`src/rtl/fc_pkg.sv`:
```
// Shared types and arithmetic helpers for the fully-connected post-processing stage.
package fc_pkg;

  typedef enum logic [1:0] {
    ST_IDLE    = 2'd0,
    ST_COLLECT = 2'd1,
    ST_DRAIN   = 2'd2
  } pack_state_e;

  // Round-half-up arithmetic shift followed by saturation to a signed out_width range.
  function automatic logic signed [31:0] round_sat(input logic signed [31:0] sum,
                                                   input int shift,
                                                   input int out_width);
    logic signed [31:0] rounded;
    logic signed [31:0] hi;
    logic signed [31:0] lo;
    rounded = (sum + (32'sd1 <<< (shift - 1))) >>> shift;
    hi      = (32'sd1 <<< (out_width - 1)) - 32'sd1;
    lo      = -(32'sd1 <<< (out_width - 1));
    if (rounded > hi) begin
      return hi;
    end
    if (rounded < lo) begin
      return lo;
    end
    return rounded;
  endfunction

endpackage

```
`src/rtl/fc_post_proc_sync_fifo.sv`:
```
// Single-clock FIFO with a registered head word; a push into an empty FIFO is visible next cycle.
module sync_fifo #(
  parameter int WIDTH = 8,
  parameter int DEPTH = 4
) (
  input  logic             clk,
  input  logic             rst,
  input  logic             wr_en_i,
  input  logic [WIDTH-1:0] wr_data_i,
  input  logic             rd_en_i,
  output logic [WIDTH-1:0] rd_data_o,
  output logic             full_o,
  output logic             empty_o
);

  localparam int AW    = (DEPTH > 1) ? $clog2(DEPTH) : 1;
  localparam int CNT_W = AW + 1;

  logic [WIDTH-1:0] mem_q [DEPTH];
  logic [AW-1:0]    wr_ptr_q, wr_ptr_d;
  logic [AW-1:0]    rd_ptr_q, rd_ptr_d;
  logic [CNT_W-1:0] count_q, count_d;
  logic [WIDTH-1:0] head_q;
  logic             do_wr, do_rd;

  assign full_o  = (count_q == CNT_W'(DEPTH));
  assign empty_o = (count_q == '0);
  // A pop frees the slot the push lands in, so a full FIFO still accepts on a simultaneous pop.
  assign do_rd   = rd_en_i && !empty_o;
  assign do_wr   = wr_en_i && (!full_o || do_rd);

  assign rd_ptr_d = do_rd ? rd_ptr_q + AW'(1) : rd_ptr_q;
  assign wr_ptr_d = do_wr ? wr_ptr_q + AW'(1) : wr_ptr_q;

  always_comb begin
    count_d = count_q;
    if (do_wr && !do_rd) begin
      count_d = count_q + CNT_W'(1);
    end else if (!do_wr && do_rd) begin
      count_d = count_q - CNT_W'(1);
    end
  end

  always_ff @(posedge clk) begin
    if (do_wr) begin
      mem_q[wr_ptr_q] <= wr_data_i;
    end
  end

  always_ff @(posedge clk) begin
    if (rst) begin
      wr_ptr_q <= '0;
      rd_ptr_q <= '0;
      count_q  <= '0;
      head_q   <= '0;
    end else begin
      wr_ptr_q <= wr_ptr_d;
      rd_ptr_q <= rd_ptr_d;
      count_q  <= count_d;
      // The head only moves on a pop or when the incoming word becomes the new head.
      if (do_wr && (wr_ptr_q == rd_ptr_d)) begin
        head_q <= wr_data_i;
      end else if (do_rd) begin
        head_q <= mem_q[rd_ptr_d];
      end
    end
  end

  assign rd_data_o = head_q;

endmodule

```
`src/rtl/fc_post_proc.sv`:
```
// Bias add, optional ReLU, requantize, pack TILING_SIZE lanes per word and buffer words for the next layer.
module fc_post_proc #(
  parameter int DATA_WIDTH  = 16,
  parameter int BIAS_WIDTH  = 16,
  parameter int OUT_WIDTH   = 8,
  parameter int TILING_SIZE = 8,
  parameter int KERNEL_SIZE = 4096,
  parameter int SHIFT       = 4,
  parameter int FIFO_DEPTH  = 4
) (
  input  logic                             clk,
  input  logic                             rst,
  input  logic [DATA_WIDTH-1:0]            in_data,
  input  logic                             in_valid,
  input  logic [BIAS_WIDTH-1:0]            bias,
  input  logic                             relu_en,
  output logic [TILING_SIZE*OUT_WIDTH-1:0] out_data,
  output logic                             out_valid,
  input  logic                             out_ready,
  output logic                             out_last,
  output logic                             overflow,
  output logic                             layer_done
);

  import fc_pkg::*;

  localparam int SUM_W  = ((DATA_WIDTH > BIAS_WIDTH) ? DATA_WIDTH : BIAS_WIDTH) + 1;
  localparam int WORD_W = TILING_SIZE * OUT_WIDTH;
  localparam int LANE_W = (TILING_SIZE > 1) ? $clog2(TILING_SIZE) : 1;
  localparam int NEUR_W = (KERNEL_SIZE > 1) ? $clog2(KERNEL_SIZE) : 1;

  logic [SUM_W-1:0]     data_ext, bias_ext, s1_sum_d, s1_sum_q;
  logic                 s1_valid_q, s1_relu_q;
  logic signed [31:0]   sum_wide;
  logic [OUT_WIDTH-1:0] s2_res_d, s2_res_q;
  logic                 s2_valid_q;

  assign data_ext = {{(SUM_W-DATA_WIDTH){in_data[DATA_WIDTH-1]}}, in_data};
  assign bias_ext = {{(SUM_W-BIAS_WIDTH){bias[BIAS_WIDTH-1]}}, bias};
  assign s1_sum_d = data_ext + bias_ext;
  assign sum_wide = {{(32-SUM_W){s1_sum_q[SUM_W-1]}}, s1_sum_q};
  assign s2_res_d = (s1_relu_q && s1_sum_q[SUM_W-1]) ? '0
                  : OUT_WIDTH'(round_sat(sum_wide, SHIFT, OUT_WIDTH));

  // relu_en travels with its sample so the result never mixes settings across a change.
  always_ff @(posedge clk) begin
    if (rst) begin
      s1_valid_q <= 1'b0;
      s1_relu_q  <= 1'b0;
      s1_sum_q   <= '0;
      s2_valid_q <= 1'b0;
      s2_res_q   <= '0;
    end else begin
      s1_valid_q <= in_valid;
      s1_relu_q  <= relu_en;
      s1_sum_q   <= s1_sum_d;
      s2_valid_q <= s1_valid_q;
      s2_res_q   <= s2_res_d;
    end
  end

  logic [LANE_W-1:0] lane_q, lane_d;
  logic [NEUR_W-1:0] neuron_q, neuron_d;
  logic [WORD_W-1:0] word_q, word_d, merged_word;
  logic              lane_full, neuron_last, push;

  assign lane_full   = (lane_q == LANE_W'(TILING_SIZE-1));
  assign neuron_last = (neuron_q == NEUR_W'(KERNEL_SIZE-1));
  assign push        = s2_valid_q && (lane_full || neuron_last);

  generate
    for (genvar gi = 0; gi < TILING_SIZE; gi++) begin : g_lane
      assign merged_word[gi*OUT_WIDTH +: OUT_WIDTH] =
        (s2_valid_q && (lane_q == LANE_W'(gi))) ? s2_res_q : word_q[gi*OUT_WIDTH +: OUT_WIDTH];
    end
  endgenerate

  // The accumulating word is cleared on every push so a short final word carries zero lanes.
  always_comb begin
    lane_d   = lane_q;
    neuron_d = neuron_q;
    word_d   = word_q;
    if (s2_valid_q) begin
      if (push) begin
        lane_d = '0;
        word_d = '0;
      end else begin
        lane_d = lane_q + LANE_W'(1);
        word_d = merged_word;
      end
      neuron_d = neuron_last ? '0 : neuron_q + NEUR_W'(1);
    end
  end

  logic [WORD_W:0] fifo_head;
  logic            fifo_full, fifo_empty, head_last, pop;
  logic            overflow_q, overflow_d;

  sync_fifo #(
    .WIDTH (WORD_W + 1),
    .DEPTH (FIFO_DEPTH)
  ) u_fifo (
    .clk       (clk),
    .rst       (rst),
    .wr_en_i   (push),
    .wr_data_i ({neuron_last, merged_word}),
    .rd_en_i   (out_ready),
    .rd_data_o (fifo_head),
    .full_o    (fifo_full),
    .empty_o   (fifo_empty)
  );

  assign head_last  = fifo_head[WORD_W];
  assign pop        = !fifo_empty && out_ready;
  assign overflow_d = overflow_q || (push && fifo_full && !pop);

  pack_state_e state_q, state_d;

  always_ff @(posedge clk) begin
    if (rst) begin
      state_q    <= ST_IDLE;
      lane_q     <= '0;
      neuron_q   <= '0;
      word_q     <= '0;
      overflow_q <= 1'b0;
    end else begin
      state_q    <= state_d;
      lane_q     <= lane_d;
      neuron_q   <= neuron_d;
      word_q     <= word_d;
      overflow_q <= overflow_d;
    end
  end

  always_comb begin
    state_d = state_q;
    case (state_q)
      ST_IDLE: begin
        if (s2_valid_q) begin
          state_d = neuron_last ? ST_DRAIN : ST_COLLECT;
        end
      end
      ST_COLLECT: begin
        if (s2_valid_q && neuron_last) begin
          state_d = ST_DRAIN;
        end
      end
      ST_DRAIN: begin
        if (pop && head_last) begin
          state_d = ST_IDLE;
        end
      end
      default: state_d = ST_IDLE;
    endcase
  end

  always_comb begin
    layer_done = (state_q == ST_DRAIN) && pop && head_last;
    out_valid  = !fifo_empty;
    out_last   = !fifo_empty && head_last;
    out_data   = fifo_head[WORD_W-1:0];
    overflow   = overflow_q;
  end

endmodule

```
`config.mk`:
```
export PLATFORM = sky130hd
export DESIGN_NAME = fc_post_proc
export DESIGN_NICKNAME = d
export VERILOG_FILES = /design/src/rtl/fc_pkg.sv /design/src/rtl/fc_post_proc_sync_fifo.sv /design/src/rtl/fc_post_proc.sv
export SDC_FILE = /design/constraint.sdc
export NUM_CORES = 1
export LEC_CHECK = 0
export CAP_MARGIN = 5
export CORE_AREA = 2 2 253 180
export DETAILED_ROUTE_END_ITERATION = 7
export DIE_AREA = 0 0 255 182
export DONT_BUFFER_PORTS = 1
export GPL_ROUTABILITY_DRIVEN = 0
export HOLD_SLACK_MARGIN = 0.02
export SYNTH_ARGS = -nofsm -noshare
export SYNTH_HDL_FRONTEND = slang
export SYNTH_SLANG_ARGS = --single-unit
```
`constraint.sdc`:
```
create_clock -name clk -period 4.28 [get_ports clk]
set_input_delay 0.642 -clock clk [delete_from_list [all_inputs] [get_ports clk]]
set_output_delay 0.642 -clock clk [all_outputs]
set_load 0.03 [all_outputs]
```
==> impl_results.md <==
- Startpoint Class: flop
- Die height: 182 µm
- Ys Warns: 0
- Synth async-reset ratio: 0%
- Worst EP required: 4.50 ns
- Post-CTS Repair Setup Buffers: 0
- Antenna diode count: 0
- Grt ovf: 0
- Initial cell density of the core: 42.2%
- Rel. slew slack: 38.6%
- Nets: 1,408
- EDFF count, synth: 260
- Post-cts sizing count: 0
- Syn avg cell area: 13.2 µm²
- Antenna violations before repair: 0
- #FFs+latches synth: 439
- Largest net degree at the start of global routing: 104
- Clock sink count: 439
- Worst-path clk slew: 0.06 ns
- Core Footprint: 44,300 µm²
- Syn Nets: 1,481
- Post-layout min period: 2.98 ns
- DRC violations left: 0
- Post-Route WL: 42,700 µm
- RSZ-0062 raised after global routing: no
- First-pass GRT wire length: 64,500 µm
- Die area: 46,400 µm²
- CTS tree: done
- Hold buffers post-CTS: 0
- Port bufs: 0
- Synthesized area: 18,700 µm²
- Via count: 10,600
- Top FF cell, synth: edfxtp_1
- Max VDD drop: 0.397 mV
- Worst setup margin: 1.30 ns
- Synth unique cells: 57
- Setup_tns: 0 ns
- Syn Inst Count: 1,415
- Root buffer cell: clkbuf_16
- Pwr dens: 540 nW/µm²
- DP Area: 18,800 µm²
- Seq/Total Area, Yosys: 60.9%
- Fin Clk Skew: 0.0175 ns
- CTS buffer count: 43
- Crit. End Element: flop
- Hpwl dp: 25,200 µm
- Max-Cap Viols: 0
- Slew of the pin with the lowest slew margin: 0.922 ns
- Layout cells sized above 1: 14.9%
- Clk buf depth: 3
- Worst Hold Class: in -> reg
- Vias per inst: 5.36
- Routed len/inst: 21.6 µm
- Final Cell Area: 20,100 µm²
- Ports: 105
- Die width: 255 µm
- CP arrival: 3.20 ns
- Initial drt markers: 643
- Post-route ant nets: 0
- Vias in the first global route: 10,300
- Worst slack at placement: 1.29 ns
- Final hold vios: 0
- All-Layer GR Usage: 18.4%
- Router iterations before antenna repair: 5
- Status: finished, final reports clean
- Clk_lat worst skew: 0.55 ns
- P_leak: 0.00791 µW
- Peak Freq: 336 MHz
- CTS H-tree lvls: 2
- Crit Path Max Fanout: 37
- Final setup viols: 0
- Layout area overhead: 7.71%
- Crit path kind: reg -> reg
- Fin crit share: 69.6%
- Num rows: 65
- Final slew viol count: 0
[critical path, stage by stage, from the launching register on]
cell and delay (ns):
dfxtp_1 0.38, ha_1 0.23, and3_1 0.20, nand4_1 0.29
a21oi_4 0.35, and2_2 0.81, buf_12 0.34
[final timing paths]
| kind | to | cells past startpoint | start | slack (ns) |
|---|---|---|---|---|
| worst min register to register | s2_valid_q | 1 | s1_valid_q | 0.44 |
| worst max-delay path | u_fifo.mem_q[2][29] | 6 | neuron_q[0] | 1.30 |
| worst max register to register | u_fifo.mem_q[2][29] | 6 | neuron_q[0] | 1.30 |
| worst min-delay path | s1_sum_q[11] | 1 | rst | 0.19 |
[state kept, by name, indices dropped and copies added, names as in the netlist]
signal	cells
lane_q	3
s2_valid_q	1
state_q	2
s1_relu_q	1
u_fifo.wr_ptr_q	2
neuron_q	12
u_fifo.rd_ptr_q	2
s1_sum_q	14
u_fifo.mem_q	260
word_q	64
overflow	1
u_fifo.count_q	3
u_fifo.rd_data_o	65
s1_valid_q	1
s2_res_q	8
[cell families (layout without fill, tap and decap cells)]
group                      after synthesis  count (layout)  share of synthesized area, %
adders and majority gates               29              29                          1.98
muxes                                  184             184                          11.4
buffers and inverters                  218             179                          6.41
and+or+nand+nor                        315             315                          8.09
DFF                                    439             439                          60.9
AOI/OAI and AO/OA                      197             197                          9.67
xor gates and xnor gates                33              33                          1.55
[area by class of cell]
type,instances,area (µm²)
fill,3957,24200
sequential,439,11400
multi-input combinational,758,6130
clock buffer,65,1240
tap,603,754
inverter,75,283
timing repair buffer,25,225
clock inverter,14,96.3
[cells in the mapped netlist, types with 4 or more instances]
cell / n / area, µm²
nand4_1: 9 / 56.3
nand3_1: 17 / 85.1
ha_1: 28 / 350
buf_6: 5 / 56.3
nand2_1: 34 / 128
mux2i_1: 112 / 1120
a21o_1: 9 / 67.6
a211oi_1: 62 / 465
clkbuf_1: 47 / 176
a2111oi_2: 11 / 165
a2111oi_4: 11 / 303
o21ai_0: 16 / 80.1
a211oi_2: 14 / 175
edfxtp_1: 260 / 7810
and3_1: 52 / 325
a2111oi_0: 26 / 228
mux2_2: 55 / 619
and2_1: 24 / 150
inv_1: 75 / 282
xor2_1: 17 / 149
nor2_1: 152 / 571
a21oi_1: 23 / 115
nor2b_1: 4 / 25.0
dfxtp_1: 179 / 3580
mux4_2: 17 / 383
or3_1: 5 / 31.3
buf_4: 70 / 526
buf_2: 13 / 65.1
xnor2_1: 16 / 140
[layer usage]
metal / routed length, µm / share of wire [%] / global-route usage, % / up-vias
met5: 0 / 0 / 0 / -
met4: 786 / 1.8 / 4.23 / 0
met3: 2300 / 5.4 / 4.24 / 62
met2: 19200 / 45 / 28.7 / 189
met1: 20400 / 48 / 26.1 / 5386
li1: - / - / - / 4980
[where the power goes]
part	leakage [µW]	switching, µW	internal (µW)
clock	0.000646	1560	2060
combinational	0.00358	1100	712
sequential	0.00368	753	4680
total	0.00791	3410	7460
[layout by cell type (no fill, tap or decap), types with 17 or more instances in the layout]
cell,Yosys,layout
edfxtp_1,260,260
dfxtp_1,179,177
nor2_1,152,152
mux2i_1,112,112
inv_1,75,74
a211oi_1,62,62
mux2_2,55,55
and3_1,52,52
clkbuf_16,0,45
nand2_1,34,34
ha_1,28,28
a2111oi_0,26,26
a21oi_1,23,23
buf_4,70,22
and2_1,24,20
mux4_2,17,17
[through the flow]
step | utilization [%] | power (µW) | hold WS [ns] | std cells
6_report | 45.4 | 10900 | 0.189 | 1979
3_5_place_dp | 42.4 | 7370 | 0.428 | 1900
5_1_grt | 45.4 | 11300 | 0.154 | 1979
4_1_cts | 45.4 | 11000 | 0.157 | 1979
3_3_place_gp | 42.4 | 7330 | 0.424 | 1900
2_1_floorplan | - | 6970 | 0.414 | 1415
No activity file was read; power rests on OpenSTA's default activity.
